$ cat config.mk
export PLATFORM = sky130hd
export DESIGN_NAME = muldiv_seq_flat
export DESIGN_NICKNAME = d
export VERILOG_FILES = /design/src/rtl/muldiv_seq_pkg.sv /design/src/rtl/muldiv_seq_if.sv /design/src/rtl/muldiv_seq_step.sv /design/src/rtl/muldiv_seq.sv /design/src/flat_wrapper.sv
export SDC_FILE = /design/constraint.sdc
export NUM_CORES = 1
export LEC_CHECK = 0
export ABC_CLOCK_PERIOD_IN_PS = 3900
export CORE_ASPECT_RATIO = 1.75
export CORE_UTILIZATION = 50
export CTS_BUF_LIST = sky130_fd_sc_hd__clkbuf_4 sky130_fd_sc_hd__clkbuf_8
export CTS_CLUSTER_DIAMETER = 80
export DETAILED_ROUTE_END_ITERATION = 8
export PLACE_DENSITY = 0.71
export SLEW_MARGIN = 20
export SYNTH_ARGS = -nofsm -noshare
export SYNTH_HDL_FRONTEND = slang
export SYNTH_SLANG_ARGS = --single-unit
export TNS_END_PERCENT = 100
$ cat constraint.sdc
create_clock -name clk -period 3.9 [get_ports clk]
set_input_delay 0.39 -clock clk [delete_from_list [all_inputs] [get_ports clk]]
set_output_delay 0.39 -clock clk [all_outputs]
set_load 0.02 [all_outputs]
$ cat src/rtl/muldiv_seq_pkg.sv
// Shared op codes, sequencer state encodings and small op-decoding helpers.
// Latency: n/a (package only).
// Backpressure: n/a (package only).
package muldiv_seq_pkg;

    // Op codes driven by the instruction decoder onto the op port.
    typedef enum logic [1:0] {
        MD_MULT  = 2'b00,
        MD_MULTU = 2'b01,
        MD_DIV   = 2'b10,
        MD_DIVU  = 2'b11
    } md_op_e;

    // Sequencer states.
    typedef enum logic [1:0] {
        MD_IDLE = 2'b00,
        MD_CALC = 2'b01,
        MD_FIX  = 2'b10
    } md_state_e;

    localparam int MD_WIDTH_DEFAULT = 32;

    // Operation context captured at launch and held for the whole run.
    typedef struct packed {
        md_op_e op;
        logic   neg_q;   // quotient/product must be negated at the end
        logic   neg_r;   // remainder must be negated at the end
        logic   bz;      // divide with a zero divisor
    } md_ctx_t;

    // op[1] selects divide, op[0] selects unsigned.
    function automatic logic md_is_div(input md_op_e op);
        return op[1];
    endfunction

    function automatic logic md_is_signed(input md_op_e op);
        return ~op[0];
    endfunction

endpackage

$ cat src/rtl/muldiv_seq_if.sv
// Request/response bundle between the control unit and the mul/div sequencer.
// Latency: n/a (wires only).
// Backpressure: none; the master holds off start while busy is high.
// Ports: start/op/a/b launch an operation, wr_hi/wr_lo/wr_data implement
// MTHI/MTLO, busy/done/div_zero report status, hi/lo expose the registers.
interface muldiv_seq_if #(
    parameter int WIDTH = 32
);
    logic             start;
    logic [1:0]       op;
    logic [WIDTH-1:0] a;
    logic [WIDTH-1:0] b;
    logic             wr_hi;
    logic             wr_lo;
    logic [WIDTH-1:0] wr_data;
    logic             busy;
    logic             done;
    logic             div_zero;
    logic [WIDTH-1:0] hi;
    logic [WIDTH-1:0] lo;

    // Control unit side.
    modport master (
        output start, op, a, b, wr_hi, wr_lo, wr_data,
        input  busy, done, div_zero, hi, lo
    );

    // Sequencer side.
    modport slave (
        input  start, op, a, b, wr_hi, wr_lo, wr_data,
        output busy, done, div_zero, hi, lo
    );
endinterface

$ cat src/rtl/muldiv_seq_step.sv
// One iteration of shift-add multiply or restoring divide (combinational).
// Latency: 0 cycles.
// Backpressure: none.
// Ports: mode (0 multiply, 1 divide), acc (upper product / remainder),
// aux (multiplier / quotient), opnd (multiplicand / divisor) -> acc_nxt, aux_nxt.
module muldiv_step #(
    parameter int WIDTH = 32
) (
    input  logic             mode,
    input  logic [WIDTH-1:0] acc,
    input  logic [WIDTH-1:0] aux,
    input  logic [WIDTH-1:0] opnd,
    output logic [WIDTH-1:0] acc_nxt,
    output logic [WIDTH-1:0] aux_nxt
);
    logic [WIDTH:0] sum;
    logic [WIDTH:0] shifted;
    logic [WIDTH:0] diff;

    always_comb begin
        acc_nxt = acc;
        aux_nxt = aux;

        // Multiply: conditional add keeps the carry in bit WIDTH, which is
        // shifted back down into the accumulator MSB.
        sum = {1'b0, acc} + (aux[0] ? {1'b0, opnd} : '0);

        // Divide: remainder < divisor always holds, so the trial difference
        // lies strictly between -2^WIDTH and 2^WIDTH and WIDTH+1 bits suffice
        // for its sign.
        shifted = {acc, aux[WIDTH-1]};
        diff    = shifted - {1'b0, opnd};

        if (!mode) begin
            acc_nxt = sum[WIDTH:1];
            aux_nxt = {sum[0], aux[WIDTH-1:1]};
        end else begin
            acc_nxt = diff[WIDTH] ? shifted[WIDTH-1:0] : diff[WIDTH-1:0];
            aux_nxt = {aux[WIDTH-2:0], ~diff[WIDTH]};
        end
    end
endmodule

$ cat src/rtl/muldiv_seq.sv
// Multi-cycle MULT/MULTU/DIV/DIVU sequencer owning the HI/LO register pair.
// Latency: start sampled in cycle 0, done pulses in cycle WIDTH+2 (34 for 32b).
// Backpressure: busy high while running; start and MTHI/MTLO ignored then.
// Ports: clk, reset (sync, active high), bus (muldiv_seq_if.slave).
module muldiv_seq
    import muldiv_seq_pkg::*;
#(
    parameter int WIDTH = MD_WIDTH_DEFAULT
) (
    input  logic         clk,
    input  logic         reset,
    muldiv_seq_if.slave  bus
);
    localparam int CW = $clog2(WIDTH);

    md_state_e        state, state_nxt;
    logic [CW-1:0]    count;
    md_ctx_t          ctx;
    logic [WIDTH-1:0] acc;      // upper product / remainder
    logic [WIDTH-1:0] aux;      // multiplier+low product / quotient
    logic [WIDTH-1:0] opnd;     // multiplicand / divisor
    logic [WIDTH-1:0] a_raw;    // dividend as presented, for divide-by-zero HI
    logic [WIDTH-1:0] hi_q, lo_q;
    logic             done_q, div_zero_q;
    logic             accept;

    // Launch-time operand conditioning.
    md_op_e           op_in;
    logic             sgn_in;
    logic             a_neg, b_neg;
    logic [WIDTH-1:0] abs_a, abs_b;

    // Step results and end-of-run sign fixes.
    logic [WIDTH-1:0]   acc_nxt, aux_nxt;
    logic [2*WIDTH-1:0] prod, prod_fix;
    logic [WIDTH-1:0]   quo_fix, rem_fix;

    muldiv_step #(.WIDTH(WIDTH)) u_step (
        .mode    (md_is_div(ctx.op)),
        .acc     (acc),
        .aux     (aux),
        .opnd    (opnd),
        .acc_nxt (acc_nxt),
        .aux_nxt (aux_nxt)
    );

    always_comb begin
        op_in  = md_op_e'(bus.op);
        sgn_in = md_is_signed(op_in);
        a_neg  = sgn_in & bus.a[WIDTH-1];
        b_neg  = sgn_in & bus.b[WIDTH-1];
        // The most negative value maps onto itself, which is the correct
        // unsigned magnitude.
        abs_a  = a_neg ? -bus.a : bus.a;
        abs_b  = b_neg ? -bus.b : bus.b;
    end

    always_comb begin
        prod     = {acc, aux};
        prod_fix = ctx.neg_q ? -prod : prod;
        quo_fix  = ctx.neg_q ? -aux : aux;
        rem_fix  = ctx.neg_r ? -acc : acc;
    end

    // Next-state logic.
    always_comb begin
        state_nxt = state;
        accept    = 1'b0;
        case (state)
            MD_IDLE: begin
                if (bus.start) begin
                    accept    = 1'b1;
                    state_nxt = MD_CALC;
                end
            end
            MD_CALC: begin
                if (count == CW'(WIDTH - 1)) begin
                    state_nxt = MD_FIX;
                end
            end
            MD_FIX:  state_nxt = MD_IDLE;
            default: state_nxt = MD_IDLE;
        endcase
    end

    // State register and datapath.
    always_ff @(posedge clk) begin
        if (reset) begin
            state      <= MD_IDLE;
            count      <= '0;
            ctx        <= '{op: MD_MULT, neg_q: 1'b0, neg_r: 1'b0, bz: 1'b0};
            acc        <= '0;
            aux        <= '0;
            opnd       <= '0;
            a_raw      <= '0;
            hi_q       <= '0;
            lo_q       <= '0;
            done_q     <= 1'b0;
            div_zero_q <= 1'b0;
        end else begin
            state      <= state_nxt;
            done_q     <= 1'b0;
            div_zero_q <= 1'b0;
            case (state)
                MD_IDLE: begin
                    // MTHI/MTLO land even when a start arrives in the same
                    // cycle; the result overwrites them at the end.
                    if (bus.wr_hi) hi_q <= bus.wr_data;
                    if (bus.wr_lo) lo_q <= bus.wr_data;
                    if (accept) begin
                        ctx.op    <= op_in;
                        ctx.neg_q <= a_neg ^ b_neg;
                        ctx.neg_r <= a_neg;
                        ctx.bz    <= md_is_div(op_in) & (bus.b == '0);
                        a_raw     <= bus.a;
                        acc       <= '0;
                        count     <= '0;
                        if (md_is_div(op_in)) begin
                            aux  <= abs_a;
                            opnd <= abs_b;
                        end else begin
                            aux  <= abs_b;
                            opnd <= abs_a;
                        end
                    end
                end
                MD_CALC: begin
                    acc   <= acc_nxt;
                    aux   <= aux_nxt;
                    count <= count + 1'b1;
                end
                MD_FIX: begin
                    if (!md_is_div(ctx.op)) begin
                        hi_q <= prod_fix[2*WIDTH-1:WIDTH];
                        lo_q <= prod_fix[WIDTH-1:0];
                    end else if (ctx.bz) begin
                        hi_q       <= a_raw;
                        lo_q       <= '1;
                        div_zero_q <= 1'b1;
                    end else begin
                        hi_q <= rem_fix;
                        lo_q <= quo_fix;
                    end
                    done_q <= 1'b1;
                end
                default: ;
            endcase
        end
    end

    assign bus.busy     = (state != MD_IDLE);
    assign bus.done     = done_q;
    assign bus.div_zero = div_zero_q;
    assign bus.hi       = hi_q;
    assign bus.lo       = lo_q;

endmodule

$ cat src/flat_wrapper.sv
// flat-port wrapper written by rule: the top's interface ports become plain ports
module muldiv_seq_flat import muldiv_seq_pkg::*;
#(
    parameter int WIDTH = MD_WIDTH_DEFAULT
)
  (clk, reset, bus_start, bus_op, bus_a, bus_b, bus_wr_hi, bus_wr_lo, bus_wr_data, bus_busy, bus_done, bus_div_zero, bus_hi, bus_lo);
  muldiv_seq_if #(.WIDTH(WIDTH)) bus_i ();
  input  logic clk;
  input  logic reset;
  input wire logic [$bits(bus_i.start)-1:0] bus_start;
  input wire logic [$bits(bus_i.op)-1:0] bus_op;
  input wire logic [$bits(bus_i.a)-1:0] bus_a;
  input wire logic [$bits(bus_i.b)-1:0] bus_b;
  input wire logic [$bits(bus_i.wr_hi)-1:0] bus_wr_hi;
  input wire logic [$bits(bus_i.wr_lo)-1:0] bus_wr_lo;
  input wire logic [$bits(bus_i.wr_data)-1:0] bus_wr_data;
  output wire logic [$bits(bus_i.busy)-1:0] bus_busy;
  output wire logic [$bits(bus_i.done)-1:0] bus_done;
  output wire logic [$bits(bus_i.div_zero)-1:0] bus_div_zero;
  output wire logic [$bits(bus_i.hi)-1:0] bus_hi;
  output wire logic [$bits(bus_i.lo)-1:0] bus_lo;
  assign bus_i.start = bus_start;
  assign bus_i.op = bus_op;
  assign bus_i.a = bus_a;
  assign bus_i.b = bus_b;
  assign bus_i.wr_hi = bus_wr_hi;
  assign bus_i.wr_lo = bus_wr_lo;
  assign bus_i.wr_data = bus_wr_data;
  assign bus_busy = bus_i.busy;
  assign bus_done = bus_i.done;
  assign bus_div_zero = bus_i.div_zero;
  assign bus_hi = bus_i.hi;
  assign bus_lo = bus_i.lo;
  muldiv_seq #(.WIDTH(WIDTH)) u_core (.clk(clk), .reset(reset), .bus(bus_i));
endmodule
== Yosys cells after proc, flatten, opt, wreduce, memory -nomap -nowiden ==
Cells that the tools add are included.

* Reduce and logical (&&, ||, !) cells: 11
* Equal/unequal tests: 8
* Multiplexer cells: 32
* Add/subtract/negate cells: 8
* Bitwise gates (word level): 8

{| class="wikitable"
|+ Operator list
! kind !! number
|-
| 2-to-1 mux 32 bit || 18
|-
| case mux 32 bit (2 select lines) || 4
|-
| negation 32 bit || 4
|-
| 2-to-1 mux 64 bit || 1
|-
| negation 64 bit || 1
|-
| adder 32 x 33 -> 33 bit || 1
|-
| subtractor 33 x 32 -> 33 bit || 1
|-
| logical NOT 32 bit || 1
|-
| case mux 5 bit (2 select lines) || 1
|-
| AND reduction 2 bit || 5
|-
| != test 2 bit, second input constant || 3
|-
| nonzero test 2 bit || 3
|-
| adder 5 x 1 -> 5 bit, second input constant || 1
|-
| == test 5 bit, second input constant || 1
|-
| 2-to-1 mux 5 bit || 1
|-
| 2-to-1 mux 1 bit || 4
|-
| 2-to-1 mux 2 bit || 2
|-
| != test 2 x 1 -> 1 bit, second input constant || 2
|-
| NOT 1 bit || 4
|-
| case mux 2 bit (2 select lines) || 1
|-
| AND 1 bit || 3
|-
| OR reduction 3 bit || 1
|-
| == test 2 x 1 -> 1 bit, second input constant || 1
|-
| == test 2 bit, second input constant || 1
|-
| 2 further kinds || 2
|}

* Input bits: 103
* Logic and storage cells: 81
* Bits in registers: 206

== Longest topological paths before layout ==
Gate-level depths: netlist of run 1.

* Depth after elaboration: 6
* Gate-level depth with buffers: 14

== Hierarchy ==
From an unflattened synthesis of run 1, not the netlist that was laid out.

* Cell total of the unflattened synthesis: 2,409
* Area, all modules: 17,476.8 µm²

{| class="wikitable"
|+ Modules (own cells, without submodules)
! module !! cells each !! times used !! seq. area each (µm²) !! area an instance (µm²)
|-
| muldiv_seq || 1,727 || 1 || 4,103.9 || 12,773.5
|-
| muldiv_step || 682 || 1 || 0.0 || 4,703.3
|}

== Worst setup path before layout of run 1 ==
OpenSTA, ideal clock, no wires.

* Path kind: register -> register
* Start point: register u_core.acc[0]
* End point: register u_core.acc[16]
* Arrival: 3.185 ns
* Library setup time: 0.127 ns
* Path buffers: 3
* Path slack: 0.588 ns
* Stages on the path, launching flop included: 14
* Cell sequence: dfxtp_1 clkbuf_1 inv_1 fa_1 nand2b_1 a21oi_1 o21ai_1 o41a_1 o21bai_4 xor2_2 buf_2 buf_2 mux2i_1 o21ai_1

* Cells in the longest elaborated chain, start to end: 4

{| class="wikitable"
|+ Ends and longest elaborated chain
! item !! RTL line !! RTL
|-
| from (decl) || muldiv_seq.sv:19 || <nowiki>logic [WIDTH-1:0] acc;</nowiki>
|-
| from (signal assigned) || muldiv_seq.sv:128 || <nowiki>acc <= acc_nxt;</nowiki>
|-
| subtractor 33 x 32 -> 33 bit || muldiv_seq_step.sv:32 || <nowiki>diff = shifted - {1'b0, opnd};</nowiki>
|-
| 2-to-1 mux 32 bit || muldiv_seq_step.sv:38 || <nowiki>acc_nxt = diff[WIDTH] ? shifted[WIDTH-1:0] : diff[WIDTH-1:0];</nowiki>
|-
| 2-to-1 mux 32 bit * || muldiv_seq_step.sv:34 || <nowiki>if (!mode) begin</nowiki>
|-
| case mux 32 bit (2 select lines) * || muldiv_seq.sv:104 || <nowiki>case (state)</nowiki>
|}

Mark *: on every way between the ends. The rest lies on a longest branch, timed or not.
A chain may end at the register's enable or synchronous reset.

== Worst setup path after layout of run 1 ==
* Start point: register u_core.aux[31]
* End point: register u_core.acc[29]

* Cells in the longest elaborated chain, start to end: 4

{| class="wikitable"
|+ Ends and longest elaborated chain
! item !! RTL line !! RTL
|-
| from (decl) || muldiv_seq.sv:20 || <nowiki>logic [WIDTH-1:0] aux;</nowiki>
|-
| from (signal assigned) || muldiv_seq.sv:119 || <nowiki>aux <= abs_a;</nowiki>
|-
| from (signal assigned) || muldiv_seq.sv:122 || <nowiki>aux <= abs_b;</nowiki>
|-
| from (signal assigned) || muldiv_seq.sv:129 || <nowiki>aux <= aux_nxt;</nowiki>
|-
| subtractor 33 x 32 -> 33 bit || muldiv_seq_step.sv:32 ||
|-
| 2-to-1 mux 32 bit || muldiv_seq_step.sv:38 ||
|-
| 2-to-1 mux 32 bit || muldiv_seq_step.sv:34 ||
|-
| case mux 32 bit (2 select lines) || muldiv_seq.sv:104 ||
|}

No other way between the ends.

==> results_dict.tcl, run 1 <==
set metrics [dict create \
    track_usage_pct 43.85 \
    fin_area_um2 20020 \
    critPathLaunch "u_core.aux[31]" \
    chipWidth_um 141.0 \
    outcome "finished clean" \
    cts-buffers-inserted 36 \
    finalCritPeriodShare_pct 94.88 \
    place_inst 2843 \
    crit_type "flip-flop to flip-flop" \
    min_period_ps 3700 \
    grt.overflow.total 0 \
    grt_max_degree 86 \
    wl_per_cell_um 26.20 \
    start_kind "flip-flop" \
    grt_pass1_wl_mm 111.8 \
    synth-seq-cells 205 \
    final_cells 2910 \
    synth.top_cell.area_share_pct 24.28 \
    async_flop_share_pct 0 \
    coreArea_um2 33140 \
    syn_to_final_growth_pct 18.46 \
    ir_drop_uv 392.9 \
    worst_slew_pin_slew_ps 1174 \
    max_cap_viol_count 0 \
    synth.area.top_cells "dfxtp_1 24%, nand2_1 7.8%, a21oi_1 6.9%" \
    path_max_fanout 5 \
    synth_common_cells "350 x nand2_1, 233 x a21oi_1, 205 x dfxtp_1" \
    layout.nets 2607 \
    fin_skew_ps 22.24 \
    critPathRequiredTime_ps 4340 \
    cts-root-buf "clkbuf_8" \
    grtUsageMet2_pct 73.73 \
    hold_buffers 0 \
    io_pins 170 \
    r2r-start "u_core.aux[31]" \
    hp-start "reset" \
    dpl_cell_area_um2 19170 \
    synth-simple-area-share_pct 21.48 \
    hold_viol_final 0 \
    yosysMostFrequentCell "nand2_1" \
    drc 0 \
    detail-route-antenna-nets 0 \
    dieArea_um2 34570 \
    htreeDepth 2 \
    synth_xor_area_share_pct 10.30 \
    syn_area_per_cell_um2 7.332 \
    worst_skew_pair.late_latency_ps 570 \
    antenna_found_initial 6 \
    drt-initial-drc-count 1651 \
    slew_violations 0 \
    rrSetupSlack_ps 200 \
    syn_nets 2480 \
    drt_first_pass_iters 7 \
    start_util_pct 51.00 \
    slew_headroom_pct 21.20 \
    dp_hpwl_mm 58.75 \
    port_buffers 169 \
    grt_pass1_vias 17897 \
    arrival_ps 4140 \
    num_vias 18716 \
    tns_ps 0 \
    drt_wl_total_mm 76.24 \
    setup_viol 0 \
    power_density_nw_per_um2 358.9 \
    syn_inst 2305 \
    ys_seq_area_share_pct 24.28 \
    yosysWarnings 0 \
    synth_adder_area_share_pct 5.419 \
    synth_top_family_by_area "compound AO/OA/AOI/OAI gates" \
    tritoncts "yes" \
    gp_congestion 1.037 \
    die_h_um 245.2 \
    min_path_type "input port to flip-flop" \
    met1_usage_pct 44.92 \
    synth_compound_area_share_pct 28.24 \
    fill_cells 3182 \
    ctsLongestPathBuffers 3 \
    netlist_area_um2 16900 \
    leakage_nw 7.586 \
    clkTransAtPathRegs_ps 70 \
    gr-usage-met3_pct 7.550 \
    synth_area_leader_cell "dfxtp_1" \
    synth_edf_count 0 \
    drive_above_1_share_pct 8.588 \
    ys.flop_type "dfxtp_1" \
    rows 88 \
    ys_types 90 \
    finalPower_mw 7.185 \
    top_usage_layer "met2" \
    cts_sinks 205 \
    rsz0062_at_grt "false" \
    fmax_mhz 270.2 \
    synthMuxAreaShare_pct 4.101 \
    end_kind "flip-flop" \
    viasPerCell 6.432 \
]
==> metrics by stage <==
stage / hold WS (ps) / setup slack [ps] / util, %
global route: 227.3 / 106.8 / 60.40
floorplan: 428.7 / 587.8 / -
global placement: 438.1 / 294.4 / 57.85
CTS: 206.8 / 178.2 / 60.35
detailed placement: 443.7 / 201.7 / 57.85
finish: 211.4 / 199.6 / 60.41
==> worst paths after layout <==
check        cells after the start               end
min                              2   u_core.opnd[14]
max reg2reg                     12    u_core.acc[29]
max                             12    u_core.acc[29]
min reg2reg                      2  u_core.bus.lo[3]
==> cell type report <==
type                    instances  area (um^2)  share of cell area (%)
diodes                          3        7.507                 0.03750
clock buffers                  51        658.1                   3.287
clock inverters                12        171.4                  0.8561
inverters                      71        266.5                   1.331
multi-input cells            1848        11790                   58.89
flip-flops and latches        205         4110                   20.53
well taps                     450        563.0                   2.812
repair buffers                270         2455                   12.26
==> cells by family (layout without fill, tap and decap cells) <==
| logic type | count (synthesis) | after routing |
|---|---|---|
| mux | 69 | 69 |
| buf+inv | 252 | 404 |
| other cells | 0 | 3 |
| simple gates | 775 | 775 |
| compound gates | 735 | 735 |
| flops | 205 | 205 |
| xor+xnor | 197 | 197 |
| fa+ha+maj | 72 | 72 |
==> sequential cells by signal (all words and copies together) (netlist names) <==
name / count
u_core.count: 5
u_core.acc: 32
u_core.bus.done: 1
u_core.bus.div_zero: 1
u_core.bus.lo: 32
u_core.opnd: 32
u_core.a_raw: 32
u_core.state: 2
u_core.bus.hi: 32
u_core.ctx: 4
u_core.aux: 32
==> metal layers <==
metal  vias up  part of all wire [%]
li1       8580                     -
met1      8743                    33
met2      1040                    48
met4         0                    12
met3       353                   7.2
met5         -                     0
==> report_power, final <==
part           internal (mW)  switching [mW]  total (mW)
logic                  0.904            1.47        2.37
registers               2.24           0.178        2.41
clock network           1.36            1.04        2.40
total                   4.50            2.68        7.19
==> worst max-delay path, stage by stage (launching register included) <==
cell and delay (ps):
dfxtp_1 340, inv_1 40, ha_1 200, fa_1 400
nand2b_1 200, a21oi_1 300, o21ai_1 220, o41a_1 520
o21bai_4 260, xor2_2 260, nand2_1 210, nor4bb_2 520
a211oi_1 90
==> what timing repair did <==
| item | in CTS | in global routing |
|---|---|---|
| endpoints found under the setup margin | 0 | 2 |
| gates resized for setup | 0 | 1 |
| buffers inserted | 0 | 1 |
==> cells in the final DEF, fill, tap and decap left out, types with 8 or more instances in the layout <==
cell type        synthesis  layout
a2111oi_0                8       8
a211o_1                  8       8
a211oi_1                66      66
a21o_1                  25      25
a21oi_1                233     233
a221oi_1                14      14
a22oi_1                 17      17
a311oi_1                11      11
a31oi_1                 21      21
and2_1                   9       8
and3_1                   9       9
buf_4                    7     101
clkbuf_8                 0      44
clkdlybuf4s50_1          0     167
dfxtp_1                205     202
ha_1                    70      70
inv_1                   71      71
mux2i_1                 67      67
nand2_1                350     349
nand2b_1                32      32
nand3_1                 43      43
nand4_1                 12      12
nor2_1                 172     171
nor2b_1                 20      18
nor3_1                  34      33
nor4_1                  16      16
o211ai_1                43      43
o21a_1                   9       9
o21ai_0                 95      95
o21ai_1                 40      40
o21bai_1                13      13
o221ai_1                37      37
o22ai_1                 10      10
o31ai_1                 26      26
o41ai_1                 16      16
or3_1                   17      17
or4_1                    9       9
xnor2_1                103     103
xor2_1                  92      92
No activity file was read; power rests on OpenSTA's default activity.
==> run 2: changes to the inputs <==
SETUP_SLACK_MARGIN = 0.2   (was default)
==> run 2 against run 1 <==
Against the previous run:
- via count is essentially flat
- sequential power barely moved
- cell area grew 0.16%
- critical path type unchanged
- critical endpoint is now u_core.acc[30]
- highest routed layer unchanged
==> results_dict.tcl, run 2 (same netlist as run 1, synthesis figures left out) <==
set metrics [dict create \
    critical_path.cell_chain "clkinvlp_4 -> buf_4 -> nor2_1 -> ha_1 -> a21o_1 -> a31oi_1 -> o221a_2 -> a21oi_1 -> o41ai_1 -> buf_4 -> o21ai_1 -> nor4b_1 -> nor3_1 -> nor4_1" \
    detail-route-antenna-nets 0 \
    outcome "finished clean" \
    r2r-start "u_core.aux[0]" \
    drive_above_1_share_pct 8.784 \
    critPathRequiredTime_ps 4380 \
    wl_per_cell_um 26.19 \
    min_path_type "input port to flip-flop" \
    rsz0062_at_grt "true" \
    layout.nets 2609 \
    end_kind "flip-flop" \
    fill_cells 3179 \
    grt_max_degree 86 \
    worstHoldPathCells 2 \
    cp_top_family "compound AO/OA/AOI/OAI gates" \
    drt-initial-drc-count 1674 \
    drt_first_pass_iters 8 \
    drc 0 \
    port_buffers 169 \
    dieArea_um2 34570 \
    critPathCapture "u_core.acc[30]" \
    antenna_found_initial 6 \
    fmax_mhz 279.9 \
    htreeDepth 2 \
    worst_skew_pair.late_latency_ps 570 \
    io_pins 170 \
    chipWidth_um 141.0 \
    crit_top_cell "buf_4" \
    r2r_cells 14 \
    cts-root-buf "clkbuf_8" \
    power_density_nw_per_um2 358.2 \
    critPathSlowestCell "dfxtp_1" \
    rrSetupSlack_ps 330 \
    fin_area_um2 20050 \
    slew_headroom_pct 23.61 \
    grt.overflow.total 0 \
    cts_sinks 205 \
    r2r-end "u_core.acc[30]" \
    finalCritPeriodShare_pct 91.60 \
    grt_pass1_wl_mm 111.8 \
    tns_ps 0 \
    crit_buf_inv 3 \
    syn_to_final_growth_pct 18.65 \
    gp_congestion 1.037 \
    final_cell_mix "349 x nand2_1, 232 x a21oi_1, 202 x dfxtp_1" \
    arrival_ps 4050 \
    start_util_pct 51.00 \
    dp_hpwl_mm 58.75 \
    start_kind "flip-flop" \
    layout_commonest_cell "nand2_1" \
    setup_viol 0 \
    track_usage_pct 43.88 \
    grt_pass1_vias 17901 \
    dpl_cell_area_um2 19170 \
    min_period_ps 3572 \
    crit_type "flip-flop to flip-flop" \
    rows 88 \
    max_stage_delay_ps 390 \
    worst_slew_pin_slew_ps 1138 \
    slew_violations 0 \
    max_cap_viol_count 0 \
    coreArea_um2 33140 \
    num_vias 18707 \
    drt_wl_total_mm 76.29 \
    fin_skew_ps 21.58 \
    viasPerCell 6.422 \
    ir_drop_uv 392.0 \
    leakage_nw 7.593 \
    critPathLaunch "u_core.aux[0]" \
    hold_buffers 0 \
    path_max_fanout 9 \
    cp.depth 14 \
    tritoncts "yes" \
    clkTransAtPathRegs_ps 70 \
    die_h_um 245.2 \
    ctsLongestPathBuffers 3 \
    cts-buffers-inserted 36 \
    hold_viol_final 0 \
]
==> run 2: changes by cell type in the layout (fill, tap and decap cells not counted) <==
cell	previous run	this run
buf_4	101	103
a21oi_1	233	232
clkinvlp_4	3	4
inv_1	71	70
nor4b_2	0	1
nor4b_1	4	3
a21oi_2	0	1
diode_2	3	4
==> run 2: report_power, final <==
| group | internal [mW] | total (mW) | switching, mW | leakage (nW) |
|---|---|---|---|---|
| sequential | 2.24 | 2.41 | 0.178 | 1.68 |
| clock | 1.36 | 2.39 | 1.03 | 0.426 |
| combinational | 0.907 | 2.38 | 1.47 | 5.48 |
==> run 2: through the flow <==
step	cells	power, mW	util [%]	worst slack, ps	hold slack (ps)
3_5_place_dp	2843	4.750	57.85	201.7	443.7
2_1_floorplan	2305	3.843	-	587.8	428.7
5_1_grt	2911	7.420	60.49	141.2	227.7
4_1_cts	2906	7.104	60.37	286.6	206.8
3_3_place_gp	2843	4.730	57.85	294.4	438.1
6_report	2913	7.183	60.51	327.6	217.5
==> run 2: routing by layer <==
metal / vias up / GRT usage, % / wire, um
met5: - / 0 / 0
li1: 8571 / - / -
met4: 0 / 44.88 / 9107
met2: 1041 / 73.66 / 36240
met1: 8741 / 45.18 / 25680
met3: 354 / 7.316 / 5257
==> run 2: cell type report <==
type                    instances  area, um^2  share of cell area (%)
clock inverters                12       171.4                  0.8548
diodes                          4       10.01                 0.04992
inverters                      71       270.3                   1.348
repair buffers                272        2470                   12.32
multi-input cells            1848       11800                   58.84
well taps                     450       563.0                   2.808
clock buffers                  51       658.1                   3.282
flip-flops and latches        205        4110                   20.50
==> run 2: worst min-delay path by stage <==
stage / slack, ps / end / startpoint
after floorplan: 430 / u_core.count[3] / u_core.count[3]
after global placement: 440 / u_core.bus.lo[12] / u_core.bus.lo[12]
after detailed placement: 440 / u_core.bus.lo[3] / u_core.bus.lo[3]
after CTS: 210 / u_core.opnd[21] / reset
after global routing: 230 / u_core.opnd[27] / reset
final: 220 / u_core.opnd[14] / reset
==> run 2: what timing repair did <==
item,4_1_cts,5_1_grt
gates resized for setup,1,3
buffers inserted,0,3
pin swaps,0,2
setup endpoints to repair,1,10
==> run 3: changes to the inputs <==
ABC_CLOCK_PERIOD_IN_PS = 3410   (was 3900)
clock period = 3.41 ns   (was 3.9 ns; I/O delays follow)
==> run 3 against run 2 <==
Against the previous run:
- setup slack lost 160 ps
- flip-flop and latch count is the same
- sequential power grew 14%
- routed wire length grew 1.3%
- clock power grew 10%
- hold slack gained 22 ps
- first-iteration DRC count grew 3.6%
- critical path type unchanged
- register-to-register slack lost 160 ps
- critical path depth is the same
- core utilization grew 4.7 points
- non-clock buffer count grew 140
- count of clock-buffer cells in the layout shrank 5
==> results_dict.tcl, run 3 (same netlist as run 1, synthesis figures left out) <==
set metrics [dict create \
    pwr-share-comb_pct 36.7 \
    grt_max_degree 86 \
    htreeDepth 2 \
    multi_input_area_um2 12210 \
    drt_wl_total_mm 77.27 \
    cts-buffers-inserted 35 \
    slew_violations 0 \
    cts-root-buf "clkbuf_8" \
    p_sw_share_pct 36.95 \
    chipWidth_um 141.0 \
    rows 88 \
    fill_cells 2937 \
    ir_drop_uv 350.9 \
    outcome "finished clean" \
    worst_slew_pin_slew_ps 1195 \
    drc 0 \
    coreArea_um2 33140 \
    clock_power_share_pct 31.0 \
    layout.nets 2748 \
    finalCritPeriodShare_pct 95.10 \
    layout_commonest_cell "nand2_1" \
    max_cap_viol_count 0 \
    drive_above_1_share_pct 16.29 \
    finalPower_mw 8.480 \
    num_vias 19411 \
    fin_skew_ps 53.64 \
    slew_headroom_pct 19.77 \
    track_usage_pct 44.11 \
    leakage_nw 8.478 \
    crit_type "flip-flop to flip-flop" \
    power_switching_mw 3.134 \
    share_seq_of_total_power_pct 32.3 \
    dp_hpwl_mm 58.75 \
    detail-route-antenna-nets 0 \
    worst_skew_pair.late_latency_ps 590 \
    grt_pass1_wl_mm 113.0 \
    antenna_found_initial 8 \
    io_pins 170 \
    viasPerCell 6.356 \
    tritoncts "yes" \
    critPathRequiredTime_ps 3910 \
    hold_buffers 0 \
    wl_per_cell_um 25.30 \
    ctsLongestPathBuffers 3 \
    seq_area_um2 4114 \
    clkTransAtPathRegs_ps 70 \
    fmax_mhz 308.4 \
    syn_to_final_growth_pct 27.86 \
    p_int_mw 5.347 \
    dieArea_um2 34570 \
    path_max_fanout 4 \
    gp_congestion 1.040 \
    rsz0062_at_grt "true" \
    final_util_pct 65.21 \
    arrival_ps 3740 \
    grt_pass1_vias 18493 \
    final_cell_mix "346 x nand2_1, 229 x buf_4, 223 x a21oi_1" \
    grt.overflow.total 0 \
    end_kind "flip-flop" \
    drt-initial-drc-count 1735 \
    die_h_um 245.2 \
    start_kind "flip-flop" \
    min_period_ps 3243 \
    min_path_type "input port to flip-flop" \
    hold_viol_final 0 \
    setup_viol 0 \
    port_buffers 169 \
    power_density_nw_per_um2 392.4 \
    drt_first_pass_iters 6 \
    cts_sinks 205 \
    start_util_pct 51.00 \
]
==> run 3: changes by cell type in the layout (fill, tap and decap cells not counted), moves of 4 or more <==
cell / delta
buf_4: +126
a2111oi_0: -4
nor2_2: +6
ha_1: -5
a21oi_2: +7
clkbuf_8: -6
nor2_1: -6
buf_6: +7
a21oi_1: -9
o21ai_2: +5
==> run 3: power groups by stage <==
stage	registers [mW]	logic, mW	clock network [mW]
floorplan	2.76	1.64	0
finish	2.74	3.11	2.63
CTS	2.73	2.84	2.63
global route	2.75	3.28	2.73
detailed placement	2.78	2.78	0
global placement	2.77	2.75	0
==> run 3: critical path, cell delays in order, from the launching register on <==
cell and delay [ps]:
dfxtp_2 360, and2_4 150, ha_4 120, inv_2 30
fa_2 370, nor2b_4 140, o31a_1 330, a211oi_2 140
a211o_1 340, a41oi_1 240, buf_4 190, a211oi_2 70
xor2_1 160, a2111oi_1 350, buf_4 170
==> run 3: final timing paths <==
kind                                       start  slack [ps]                end  cells after the start
worst max-delay path               u_core.aux[0]         170     u_core.acc[27]                     14
worst min-delay path                       reset         240  u_core.bus.lo[28]                      2
worst max register to register     u_core.aux[0]         170     u_core.acc[27]                     14
worst min register to register  u_core.bus.lo[7]         450   u_core.bus.lo[7]                      2
==> run 3: layout make-up <==
class                      instances  share of cell area [%]
multi-input combinational       1848                   56.52
sequential                       205                   19.04
timing repair buffer             412                   16.82
clock buffer                      46                   2.698
tap                              450                   2.605
inverter                          71                   1.251
clock inverter                    15                  0.9900
antenna                            7                 0.08106
==> run 3: layer usage <==
metal / vias up / part of all wire (%) / GRT usage (%)
met2: 1040 / 46 / 72.72
met4: 4 / 12 / 45.49
met5: - / 0.026 / 0
li1: 8852 / - / -
met3: 406 / 7.4 / 10.53
met1: 9109 / 34 / 44.40
==> run 3: what timing repair did <==
item / in CTS / in global routing
buffers inserted: 8 / 11
cloned: 0 / 2
gates resized for setup: 42 / 64
endpoints found under the setup margin: 27 / 37
pin swaps: 23 / 36
==> run 3: metrics by stage <==
stage	worst slack (ps)	cell area (um^2)	std cells	hold WS, ps	TNS (ps)
floorplan	211.3	16910	2305	428.7	0
global placement	-225.2	20120	2965	438.1	-228.4
detailed placement	-240.5	20120	2965	444.4	-318.3
CTS	160.8	21160	3034	233.3	0
global route	41.02	21590	3047	257.3	0
finish	167.0	21610	3054	239.3	0
